### src/rtl/decoder_scan_seq_pkg.sv
// Shared types and constants for the one-hot decoder / auto-scan sequencer.
// Latency: n/a (declarations only).
// Backpressure: n/a. Output polarity selected by macro ACTIVE_LOW_OUT_EN.
package decoder_scan_pkg;

  // Controller states: outputs parked, direct decode, or auto-walk
  typedef enum logic [1:0] {
    ST_IDLE   = 2'd0,
    ST_DIRECT = 2'd1,
    ST_SCAN   = 2'd2
  } state_t;

  // Number of one-hot lines produced by a select of width sel_w
  function automatic int num_out(input int sel_w);
    return 2 ** sel_w;
  endfunction

`ifdef ACTIVE_LOW_OUT_EN
  // Active-low select lines: the chosen line is pulled to 0
  localparam logic OUT_ACTIVE   = 1'b0;
  localparam logic OUT_INACTIVE = 1'b1;
`else
  // Active-high select lines: the chosen line is driven to 1
  localparam logic OUT_ACTIVE   = 1'b1;
  localparam logic OUT_INACTIVE = 1'b0;
`endif

endpackage

### src/rtl/decoder_scan_seq_onehot_decode.sv
// Combinational index -> one-hot vector (bit idx set, all others clear).
// Latency: 0 cycles, purely combinational.
// Backpressure: none; always produces a valid vector.
module onehot_decode #(
  parameter int SEL_W = 2
) (
  input  logic [SEL_W-1:0]      idx,
  output logic [(2**SEL_W)-1:0] oh
);

  // Set exactly the addressed bit
  always_comb begin
    oh      = '0;
    oh[idx] = 1'b1;
  end

endmodule

### src/rtl/decoder_scan_seq.sv
// One-hot decoder with enable, plus auto-scan mode walking all lines with programmable dwell.
// Latency: 1 cycle from sampled inputs to registered D/cur_sel/wrap; no comb input->output path.
// Backpressure: none; free-running. D polarity set by macro ACTIVE_LOW_OUT_EN.
module decoder_scan_seq
  import decoder_scan_pkg::*;
#(
  parameter int SEL_W   = 2,
  parameter int DWELL_W = 8
) (
  input  logic                        clk,
  input  logic                        rst,
  input  logic                        enable,
  input  logic                        mode,
  input  logic [SEL_W-1:0]            sel,
  input  logic [DWELL_W-1:0]          dwell,
  input  logic                        load,
  output logic [num_out(SEL_W)-1:0]   D,
  output logic [SEL_W-1:0]            cur_sel,
  output logic                        wrap
);

  localparam int NUM_OUT = num_out(SEL_W);

  state_t               state_q;
  state_t               state_d;
  logic [DWELL_W-1:0]   cnt_q;
  logic [DWELL_W-1:0]   cnt_d;
  logic [SEL_W-1:0]     cur_sel_d;
  logic                 wrap_d;
  logic [NUM_OUT-1:0]   oh_next;
  logic [NUM_OUT-1:0]   d_d;

  // Decode the index that will be current next cycle, so D and cur_sel always agree
  onehot_decode #(
    .SEL_W (SEL_W)
  ) u_onehot_decode (
    .idx (cur_sel_d),
    .oh  (oh_next)
  );

  // State register
  always_ff @(posedge clk) begin
    if (rst) begin
      state_q <= ST_IDLE;
    end else begin
      state_q <= state_d;
    end
  end

  // Next state depends only on enable/mode; every state can reach every other in one cycle
  always_comb begin
    state_d = ST_IDLE;
    if (!enable) begin
      state_d = ST_IDLE;
    end else if (mode) begin
      state_d = ST_SCAN;
    end else begin
      state_d = ST_DIRECT;
    end
  end

  // Next index, dwell count and wrap flag for the state being entered
  always_comb begin
    cur_sel_d = cur_sel;
    cnt_d     = cnt_q;
    wrap_d    = 1'b0;
    unique case (state_d)
      ST_IDLE: begin
        // index and count park so a later DIRECT/SCAN can resume from known values
      end
      ST_DIRECT: begin
        cur_sel_d = sel;
        cnt_d     = '0;   // any partial dwell from a previous scan is dropped
      end
      ST_SCAN: begin
        if ((state_q != ST_SCAN) || load) begin
          // entry or explicit restart: start at sel, no wrap even if sel is 0
          cur_sel_d = sel;
          cnt_d     = '0;
        end else if (cnt_q >= dwell) begin
          // >= so a dwell lowered below the running count advances immediately
          cnt_d     = '0;
          cur_sel_d = cur_sel + 1'b1;
          wrap_d    = &cur_sel;
        end else begin
          cnt_d     = cnt_q + 1'b1;
        end
      end
      default: begin
      end
    endcase
  end

  // Polarity-adjusted output vector; nothing asserted while idle
  always_comb begin
    d_d = {NUM_OUT{OUT_INACTIVE}};
    if (state_d != ST_IDLE) begin
      for (int i = 0; i < NUM_OUT; i++) begin
        d_d[i] = oh_next[i] ? OUT_ACTIVE : OUT_INACTIVE;
      end
    end
  end

  // Registered datapath: outputs, index, dwell count
  always_ff @(posedge clk) begin
    if (rst) begin
      D       <= {NUM_OUT{OUT_INACTIVE}};
      cur_sel <= '0;
      wrap    <= 1'b0;
      cnt_q   <= '0;
    end else begin
      D       <= d_d;
      cur_sel <= cur_sel_d;
      wrap    <= wrap_d;
      cnt_q   <= cnt_d;
    end
  end

endmodule

### config.mk
export PLATFORM = sky130hd
export DESIGN_NAME = decoder_scan_seq
export DESIGN_NICKNAME = d
export VERILOG_FILES = /design/src/rtl/decoder_scan_seq_pkg.sv /design/src/rtl/decoder_scan_seq_onehot_decode.sv /design/src/rtl/decoder_scan_seq.sv
export SDC_FILE = /design/constraint.sdc
export NUM_CORES = 1
export LEC_CHECK = 0
export BUFFER_PORTS_ARGS = -buffer_cell sky130_fd_sc_hd__buf_2
export CAP_MARGIN = 10
export CORE_MARGIN = 2
export CORE_UTILIZATION = 53
export CTS_CLUSTER_DIAMETER = 150
export CTS_CLUSTER_SIZE = 12
export DETAILED_ROUTE_END_ITERATION = 8
export GPL_ROUTABILITY_DRIVEN = 1
export PLACE_DENSITY = 0.78
export SYNTH_ARGS = -nofsm -noshare
export SYNTH_HDL_FRONTEND = slang
export SYNTH_SLANG_ARGS = --single-unit
### constraint.sdc
create_clock -name clk -period 2.52 [get_ports clk]
set_input_delay 0.504 -clock clk [delete_from_list [all_inputs] [get_ports clk]]
set_output_delay 0.504 -clock clk [all_outputs]
set_load 0.02 [all_outputs]
# ---- After elaboration in Yosys (flattened, before gate mapping)
# Cells that the tools add are included.
dict set report op_classes {
  n_addsub 2
  magnitude_cmp 3
  n_eq_ne 3
  mux 14
  n_bitwise 3
  reduce_logical 7
}
# operator count
set op_table {}
lappend op_table {{$mux 8} 2}
lappend op_table {{$pmux 8 s2} 1}
lappend op_table {{$add 8x1->8 const B} 1}
lappend op_table {{$ge 8x8->1} 1}
lappend op_table {{$mux 2} 4}
lappend op_table {{$mux 1} 5}
lappend op_table {{$pmux 2 s2} 1}
lappend op_table {{$reduce_bool 2->1} 2}
lappend op_table {{$reduce_or 4->1} 1}
lappend op_table {{$lt 2x3->1 const B} 1}
lappend op_table {{$not 1->1} 3}
lappend op_table {{$add 2x1->2 const B} 1}
lappend op_table {{$demux 1 s2} 1}
lappend op_table {{$eq 2x1->1 const B} 1}
lappend op_table {{$eq 2x2->1 const B} 1}
lappend op_table {{$ge 2x1->1 const B} 1}
lappend op_table {{$ne 2x2->1 const B} 1}
lappend op_table {{$reduce_and 2->1} 1}
lappend op_table {{$reduce_or 2->1} 1}
lappend op_table {{$logic_and 1x1->1} 1}
lappend op_table {{$logic_or 1x1->1} 1}
dict set report totals {
  register_bits 17
  inputBits 15
  output_inout_bits 7
  word_cells 37
}

# ---- Longest topological paths before layout
# Gate-level depths: netlist of run 1.
dict set report depth {
  ltp_word 9
  mapped_depth 7
  ltp_nobuf 7
}

# ---- Modules after synthesis
# A second synthesis of run 1 with hierarchy kept.
dict set report hier_totals {
  cells_unflattened 131
  area_unflattened_um2 1111.1
}
# module n_inst cells_each area_each_um2 seq_area_each_um2
set by_module_without_submodules {}
lappend by_module_without_submodules {decoder_scan_seq 1 127 1084.8 340.3}
lappend by_module_without_submodules {onehot_decode 1 4 26.3 0.0}

# ---- Least setup slack after synthesis of run 1
# OpenSTA, ideal clock, no wires.
dict set report synth_timing {
  path_kind {input to register}
  startpoint {input dwell[7]}
  endpoint {register D[0]}
  setup_ns 0.115
  arrival_time_ns 2.173
  t_required_ns 2.405
  path_slack_ns 0.232
  stages 7
  path_buffers 0
  path_cell_list {inv_1 ha_1 or2_4 a2111oi_4 o21a_1 mux2_2 o21ba_1}
}
dict set report synth_between {
  elab_chain_cells 9
  elab_cells_between_ends 10
  cone_classes {order compare: 3; mux: 6; reduce/logical: 1}
}
# item line_no
set synth_rtl {}
lappend synth_rtl {{start: declaration} decoder_scan_seq.sv:15} ;# input logic [DWELL_W-1:0] dwell,
lappend synth_rtl {{$ge 8x8->1 *} decoder_scan_seq.sv:80} ;# end else if (cnt_q >= dwell) begin
lappend synth_rtl {{$mux 2 *} decoder_scan_seq.sv:80}
lappend synth_rtl {{$mux 2 *} decoder_scan_seq.sv:76} ;# if ((state_q != ST_SCAN) || load) begin
lappend synth_rtl {{$pmux 2 s2 *} decoder_scan_seq.sv:67} ;# unique case (state_d)
lappend synth_rtl {{$lt 2x3->1 (not written as such) or $ge 2x1->1 (tied branches)} decoder_scan_seq_onehot_decode.sv:14} ;# oh[idx] = 1'b1;
lappend synth_rtl {{$logic_and 1x1->1 (not written as such)} decoder_scan_seq_onehot_decode.sv:14}
lappend synth_rtl {{$mux 1 (not written as such)} decoder_scan_seq_onehot_decode.sv:14}
lappend synth_rtl {{$demux 1 s2 *} -}
lappend synth_rtl {{$mux 1 *} decoder_scan_seq.sv:99} ;# d_d[i] = oh_next[i] ? OUT_ACTIVE : OUT_INACTIVE;
lappend synth_rtl {{end signal: assignment} decoder_scan_seq.sv:107} ;# D <= {NUM_OUT{OUT_INACTIVE}};
lappend synth_rtl {{end: declaration} decoder_scan_seq.sv:17} ;# output logic [num_out(SEL_W)-1:0] D,
# Every way passes the cells marked *; elsewhere a longest branch is shown, timed or not.
# A chain may end at the register's enable or synchronous reset.

# ---- Worst setup path after layout of run 1
dict set report layout_timing {
  startpoint {register cnt_q[0]}
  endpoint {register D[0]}
}
dict set report layout_between {
  elab_chain_cells 9
  elab_cells_between_ends 10
  cone_classes {order compare: 3; mux: 6; reduce/logical: 1}
}
# item line_no
set layout_rtl {}
lappend layout_rtl {{start: declaration} decoder_scan_seq.sv:26} ;# logic [DWELL_W-1:0] cnt_q;
lappend layout_rtl {{start signal: assignment} decoder_scan_seq.sv:115} ;# cnt_q <= cnt_d;
lappend layout_rtl {{$ge 8x8->1 *} decoder_scan_seq.sv:80}
lappend layout_rtl {{$mux 2 *} decoder_scan_seq.sv:80}
lappend layout_rtl {{$mux 2 *} decoder_scan_seq.sv:76}
lappend layout_rtl {{$pmux 2 s2 *} decoder_scan_seq.sv:67}
lappend layout_rtl {{$lt 2x3->1 (not written as such) or $ge 2x1->1 (tied branches)} decoder_scan_seq_onehot_decode.sv:14}
lappend layout_rtl {{$logic_and 1x1->1 (not written as such)} decoder_scan_seq_onehot_decode.sv:14}
lappend layout_rtl {{$mux 1 (not written as such)} decoder_scan_seq_onehot_decode.sv:14}
lappend layout_rtl {{$demux 1 s2 *} -}
lappend layout_rtl {{$mux 1 *} decoder_scan_seq.sv:99}
# Marked as above.

==> results.md, run 1 <==
- Least-Margin Pin Slew: 0.419 ns
- Placer Congestion: 0.752
- Vias per inst: 5.77
- Synth area leaders: dfxtp_1, ha_1, nand2b_1
- Antenna Cells: 0
- Synth async-reset ratio: 0
- Die Y: 48.5 microns
- Largest net degree at the start of global routing: 13
- Synth Register Bits: 17
- Power share of the clock group: 0.303
- EDFF count, synth: 0
- CTS buffer count: 3
- Final ANT Viol Nets: 0
- Post-CTS setup buffer count: 0
- Sw Share: 0.264
- Crit path time final: 2.26 ns
- Worst EP required: 2.77 ns
- Vias in the first global route: 825
- First-pass GRT wire length: 3390 microns
- CTS Hold Bufs: 0
- Status: finished, final reports clean
- Syn avg cell area: 9.04 sq um
- GRT Overall Usage: 0.182
- DRC violations left: 0
- LEAKAGE: 0.548 nW
- Power share of the combinational group: 0.133
- CTS tree: built
- Die area: 0.00235 sq mm
- Initial DRC count: 21
- Synth Instances: 116
- Chip width: 48.5 microns
- Fmax: 443 MHz
- Root buf cell: clkbuf_4
- Synthesis-to-finish area growth: 15.9%
- Synth Flop Type: dfxtp_1
- Antenna violations before repair: 0
- IO buf count: 21
- Internal power: 0.364 mW
- Total congestion overflow: 0
- Synth top area share: 0.325
- I/O Pins: 22
- RSZ-0062 raised after global routing: no
- Final Hold Fails: 0
- # clock sinks: 17
- Clk buf depth: 2
- Most common cell in the netlist: dfxtp_1
- Slew margin rel.: 0.720
- PD cells: 407 mW/mm^2
- Cell Rows: 16
- Worst-path clk slew: 0.11 ns
- DR WL/cell: 12.0 microns
- Crit path max fanout: 4
- Net Sw Power: 0.130 mW
- CTS HTree Levels: 1
- Final slew viol count: 0
- Post-Place Cells: 163
- Starting density of the core: 0.546
- Setup TNS: 0 ns
- Post-layout util: 0.632
- Clk_lat worst skew: 0.29 ns
- Detailed placement HPWL: 1590 microns
- Setup Viol. Count Final: 0
- Post-Syn Area: 0.00105 sq mm
- Fin cells: 167
- Nets: 166
- Final Cycle Share: 0.895
- Max cap viols: 0
- Synth warnings: 0
- Worst Path Arrival: 2.50 ns
- Synth cell types: 39
- Peak VDD IR: 0.241 mV
- Routed vias: 963
- Number of detailed-route iterations in the first pass: 4
- Yosys top cell by area: dfxtp_1
- Crit Path Class: reg -> reg
- Core box area: 0.00192 sq mm
- Syn Nets: 141
- Synth top cells by count: dfxtp_1, ha_1, nand2b_1
- Sequential area share after synthesis: 0.325
- Layout cell share with drive strength beyond 1: 0.236
- Drt total wl: 2000 microns
- Startpoint types: flip-flop
- CP Capture Type: flip-flop
- Setup skew after layout: 0.00763 ns
- Worst Hold Class: in -> reg
- Post-CTS Resized: 0
- Sequential power share: 0.565
[cells by family after synthesis]
family,synth area share
DFF,0.325
muxes,0.0107
and+or+nand+nor,0.257
AOI/OAI and AO/OA,0.249
buffers and inverters,0.0394
adders and majority gates,0.119
[power groups by stage]
stage	combinational [mW]	clock (mW)	sequential, mW
after floorplan	0.0377	0	0.290
after global placement	0.0643	0	0.285
after detailed placement	0.0662	0	0.285
after CTS	0.0665	0.155	0.279
after global routing	0.0730	0.169	0.280
final	0.0655	0.150	0.279
[worst max-delay path: stages, from the launching register on]
cell	delay [ns]
dfxtp_1	0.38
inv_1	0.07
ha_1	0.26
nand2b_1	0.18
a2111oi_4	0.43
nor4b_1	0.12
or4b_1	0.53
o21ba_1	0.23
[final timing paths]
check,endpoint,slack (ns),startpoint,cells after the start
max,D[0],0.26,cnt_q[0],7
min,state_q[0],0.43,mode,2
max reg2reg,D[0],0.26,cnt_q[0],7
min reg2reg,cnt_q[7],0.50,cnt_q[7],1
[stage by stage]
step	hold slack (ns)	power (mW)	setup slack, ns	instance area (sq um)
floorplan	0.443	0.328	0.232	1050
global placement	0.466	0.349	0.127	1190
detailed placement	0.468	0.351	0.0744	1190
CTS	0.415	0.500	0.237	1210
global route	0.431	0.522	0.0498	1210
finish	0.431	0.494	0.265	1210
[registers in the layout, indices dropped and copies added, names as in the netlist]
name,count
cnt_q,8
D,4
cur_sel,2
state_q,2
wrap,1
[cell type report]
| type | instances | area (sq um) |
|---|---|---|
| clock buffers | 3 | 22.5 |
| clock inverters | 1 | 5.00 |
| fillers | 177 | 707 |
| inverters | 9 | 33.8 |
| multi-input cells | 88 | 667 |
| flip-flops and latches | 17 | 340 |
| well taps | 27 | 33.8 |
| repair buffers | 22 | 113 |
[metal layers]
metal / track usage / wire (microns)
met3: 0.0278 / 107
met5: 0 / 0
met2: 0.292 / 922
met4: 0.100 / 44
met1: 0.237 / 927
[cell usage in the layout (no fill, tap or decap), drive strengths merged, types with 2 or more instances in the layout]
cell,synthesis,routed
nor3,6,6
o2111a,2,2
o21a,2,2
nor2b,2,2
inv,9,9
a31oi,6,6
or2,3,3
a41oi,2,2
clkbuf,2,3
dfxtp,17,17
o31ai,2,2
o21ai,4,4
o21ba,2,2
nor2,4,4
nand2b,10,10
nand3,2,2
buf,0,22
and3,3,3
nand4,2,2
nand2,3,3
ha,10,10
a21oi,6,6
(Power assumes the default switching activity.)
==> run 2, diff against run 1 <==
Settings changed: GPL_TIMING_DRIVEN set to 0.
==> run 2 against run 1 <==
Compared with the run above: critical path depth unchanged; register-to-register slack worse by 0.07 ns; clock skew down 0.0044 ns; core utilization down 0.26 points; first-iteration DRC count unchanged; non-clock buffer count unchanged; worst hold slack worse by 0.0091 ns; sequential power about the same; combinational power up 0.9%; largest cell class unchanged; largest power group unchanged.
==> results.md, run 2 (synthesis gave the netlist of run 1 again) <==
- Core box area: 0.00192 sq mm
- Worst flop-to-flop path endpoint: D[0]
- Worst-path clk slew: 0.10 ns
- Largest net degree at the start of global routing: 11
- # clock sinks: 17
- Nets: 166
- Final Cycle Share: 0.924
- DRC violations left: 0
- Number of detailed-route iterations in the first pass: 4
- Most frequent cells in the layout: buf_2, dfxtp_1, nand2b_1, ha_1, inv_1
- Crit Path Class: reg -> reg
- Register-to-Register Path Depth: 7
- Max cap viols: 0
- Chip width: 48.5 microns
- Startpoint types: flip-flop
- Antenna Cells: 0
- Hold Crit Start: mode
- Clk buf depth: 2
- CTS HTree Levels: 1
- Setup Viol. Count Final: 0
- DR WL/cell: 12.7 microns
- Final Hold Fails: 0
- Least-Margin Pin Slew: 0.436 ns
- Status: finished, final reports clean
- Fin cells: 167
- Setup skew after layout: 0.00321 ns
- Peak VDD IR: 0.312 mV
- Placer Congestion: 0.803
- Max reg flops: 8
- Worst Hold Path Cells: 2
- Slew margin rel.: 0.706
- LEAKAGE: 0.539 nW
- Detailed placement HPWL: 1630 microns
- Die Y: 48.5 microns
- Biggest regs: cnt_q (8), D (4)
- Initial DRC count: 21
- Drt total wl: 2120 microns
- Worst Hold Class: in -> reg
- Synthesis-to-finish area growth: 15.4%
- Routed vias: 932
- Crit path max fanout: 4
- Antenna violations before repair: 0
- Worst EP required: 2.76 ns
- Root buf cell: clkbuf_4
- Setup TNS: 0 ns
- Fmax: 430 MHz
- PD cells: 407 mW/mm^2
- Die area: 0.00235 sq mm
- R2r setup slk: 0.19 ns
- RSZ-0062 raised after global routing: no
- First-pass GRT wire length: 3910 microns
- CP Capture Type: flip-flop
- Reg2Reg Launch Point: cnt_q[0]
- IO buf count: 20
- Vias per inst: 5.58
- Cell Rows: 16
- Starting density of the core: 0.546
- Worst Path Arrival: 2.57 ns
- Final slew viol count: 0
- Post-Place Cells: 163
- GRT Overall Usage: 0.208
- Vias in the first global route: 893
- Layout cell share with drive strength beyond 1: 0.221
- Total congestion overflow: 0
- Post-CTS setup buffer count: 0
- Post-CTS Resized: 0
- CTS buffer count: 3
- Hold endpoint: state_q[0]
- I/O Pins: 22
- CTS tree: built
- Most common cell after layout, fill and taps aside: buf_2
- CTS Hold Bufs: 0
- Crit path time final: 2.33 ns
- Most flops, register: cnt_q
- Clk_lat worst skew: 0.29 ns
- Final ANT Viol Nets: 0
run 2: changes by cell type in the layout (fill, tap and decap cells not counted):
cell,previous run,this run
buf_2,21,20
buf_4,1,0
clkbuf_1,0,3
clkinv_2,1,0
o21a_1,2,1
o21a_2,0,1
run 2: final cells by class:
class	count	area, sq um
fillers	190	712
multi-input cells	88	668
inverters	9	33.8
repair buffers	20	100
clock buffers	4	26.3
plain buffers	2	7.51
well taps	27	33.8
flip-flops and latches	17	340
run 2: where the power goes:
part           total (mW)  leakage [nW]  internal, mW  switching, mW
clock               0.147        0.0150        0.0616         0.0853
combinational      0.0661         0.386        0.0301         0.0360
sequential          0.279         0.138         0.274        0.00459
run 2: how the worst max path moves through the flow:
stage	startpoint	end	cells after the start
final	cnt_q[0]	D[0]	7
after global routing	cnt_q[0]	D[2]	7
after CTS	cnt_q[0]	D[1]	7
after detailed placement	dwell[7]	D[1]	8
after global placement	dwell[7]	D[0]	8
after floorplan	dwell[7]	D[0]	7
run 2: critical path, stage by stage, from the launching register on:
cell and delay, ns:
dfxtp_1 0.40, inv_1 0.08, ha_1 0.26, nand2b_1 0.18
a2111oi_4 0.46, nor4b_1 0.13, or4b_1 0.55, o21ba_1 0.23
run 2: metal layers:
metal | track usage | vias up | share of wire
met5 | 0 | - | 0
met4 | 0.0714 | 0 | 0.0038
met3 | 0.0370 | 2 | 0.044
met2 | 0.331 | 22 | 0.48
met1 | 0.287 | 424 | 0.47
li1 | - | 484 | -
run 2: metrics by stage:
stage	total power [mW]	setup slack (ns)	area, sq um	util	hold WS (ns)
after floorplan	0.328	0.232	1050	-	0.443
after global placement	0.349	-0.000369	1180	0.615	0.465
after detailed placement	0.351	-0.0316	1180	0.615	0.473
after CTS	0.497	0.119	1210	0.629	0.411
after global routing	0.518	0.0205	1210	0.630	0.449
final	0.492	0.193	1210	0.630	0.422
==> run 3, diff against run 2 <==
Settings changed: CORE_UTILIZATION 53 to 50, PLACE_DENSITY 0.78 to 0.74.
==> run 3 against run 2 <==
Compared with the run above: core utilization decreased by 1.3 points; critical path depth is the same; combinational power increased by 2%; die area is 5.5% higher; first-iteration DRC count increased by 14%; fmax is 3.4% lower; clock skew increased by 0.0028 ns; critical path type unchanged; highest routed layer unchanged.
==> results.md, run 3 (synthesis gave the netlist of run 1 again) <==
- Peak VDD IR: 0.312 mV
- DR WL/cell: 13.5 microns
- Net Sw Power: 0.124 mW
- Routed vias: 948
- Slowest-stage cell, CP: a2111oi_4
- Worst slack, placed: -0.0184 ns
- Post-CTS setup buffer count: 0
- Internal power: 0.366 mW
- PD cells: 405 mW/mm^2
- Final slew viol count: 0
- Crit path max fanout: 7
- Worst Path Arrival: 2.60 ns
- Worst EP required: 2.71 ns
- Starting density of the core: 0.534
- Chip width: 49.8 microns
- Nets: 166
- DRC violations left: 0
- Cell Rows: 16
- LEAKAGE: 0.539 nW
- CP Capture Type: flip-flop
- Clk_lat worst skew: 0.29 ns
- Post-Place Cells: 163
- Most common cell after layout, fill and taps aside: buf_2
- Power share of the combinational group: 0.138
- Max reg flops: 8
- Crit path time final: 2.41 ns
- Max cap viols: 0
- Placed cell area: 0.00118 sq mm
- Root buf cell: clkbuf_4
- Setup Viol. Count Final: 0
- Most frequent cells in the layout: buf_2, dfxtp_1, nand2b_1, ha_1, inv_1
- Clk buf depth: 2
- Vias in the first global route: 881
- CTS Hold Bufs: 0
- Detailed placement HPWL: 1700 microns
- # clock sinks: 17
- First-pass GRT wire length: 3740 microns
- IO buf count: 20
- Synthesis-to-finish area growth: 15.3%
- Largest net degree at the start of global routing: 11
- CTS HTree Levels: 1
- Setup skew after layout: 0.00601 ns
- Worst Hold Class: in -> reg
- Placer Congestion: 0.739
- Core box area: 0.00196 sq mm
- Worst-path clk slew: 0.10 ns
- Layout cell share with drive strength beyond 1: 0.214
- Fin cells: 167
- Tot Pwr: 0.490 mW
- Crit Path Class: reg -> reg
- Antenna violations before repair: 0
- Cells along the critical path: inv_1, ha_1, nand2b_1, a2111oi_4, o21a_1, mux2_2, o21ba_1
- Final Hold Fails: 0
- Vias per inst: 5.68
- Post-CTS Resized: 0
- Number of detailed-route iterations in the first pass: 6
- Critical path's top delay family: compound AO/OA/AOI/OAI gates
- Status: finished, final reports clean
- Total congestion overflow: 0
- RSZ-0062 raised after global routing: no
- Startpoint types: flip-flop
- Die Y: 49.8 microns
- Most flops, register: cnt_q
- Setup TNS: 0 ns
- I/O Pins: 22
- CTS buffer count: 3
- Final ANT Viol Nets: 0
- Power share of the clock group: 0.292
- Drt total wl: 2260 microns
- Final instance area: 0.00121 sq mm
- CP peak stage delay: 0.44 ns
- GRT Overall Usage: 0.198
- Die area: 0.00248 sq mm
- Final Cycle Share: 0.956
- Setup WS post-layout: 0.111 ns
- Sequential power share: 0.570
- Initial DRC count: 24
- Slew margin rel.: 0.668
- Sw Share: 0.253
- Buf/Inv on CP: 1
- Biggest regs: cnt_q (8), D (4)
- CTS tree: built
- Least-Margin Pin Slew: 0.491 ns
- Fmax: 415 MHz
- Antenna Cells: 0
==> run 3: power groups by stage <==
stage                     combinational [mW]  clock, mW  sequential [mW]
after floorplan                       0.0377          0            0.290
after global placement                0.0648          0            0.285
after detailed placement              0.0668          0            0.285
after CTS                             0.0678      0.148            0.279
after global routing                  0.0758      0.160            0.280
final                                 0.0675      0.143            0.279
==> run 3: area by class of cell <==
type | count | area, sq um
Buffer | 2 | 7.51
Clock buffer | 4 | 26.3
Inverter | 9 | 33.8
Timing Repair Buffer | 20 | 100
Sequential cell | 17 | 340
Fill cell | 185 | 753
Tap cell | 27 | 33.8
Multi-Input combinational cell | 88 | 667
==> run 3: path summary, 6_finish.rpt <==
| kind | to | slack (ns) | start | cells past startpoint |
|---|---|---|---|---|
| setup / recovery | D[0] | 0.11 | cnt_q[0] | 7 |
| hold / removal | state_q[0] | 0.43 | mode | 2 |
| setup reg to reg | D[0] | 0.11 | cnt_q[0] | 7 |
| hold reg to reg | cnt_q[7] | 0.51 | cnt_q[7] | 1 |
==> run 3: per-stage QoR <==
step           hold slack [ns]   util
4_1_cts                  0.430  0.616
5_1_grt                  0.454  0.616
2_1_floorplan            0.443      -
3_3_place_gp             0.461  0.603
6_report                 0.434  0.616
3_5_place_dp             0.482  0.603
==> run 3: routing by layer <==
layer / track usage / up-vias / wire [microns]
met4: 0.0694 / 0 / 36
li1: - / 489 / -
met2: 0.344 / 20 / 1050
met1: 0.242 / 434 / 1090
met5: 0 / - / 0
met3: 0.0364 / 5 / 79
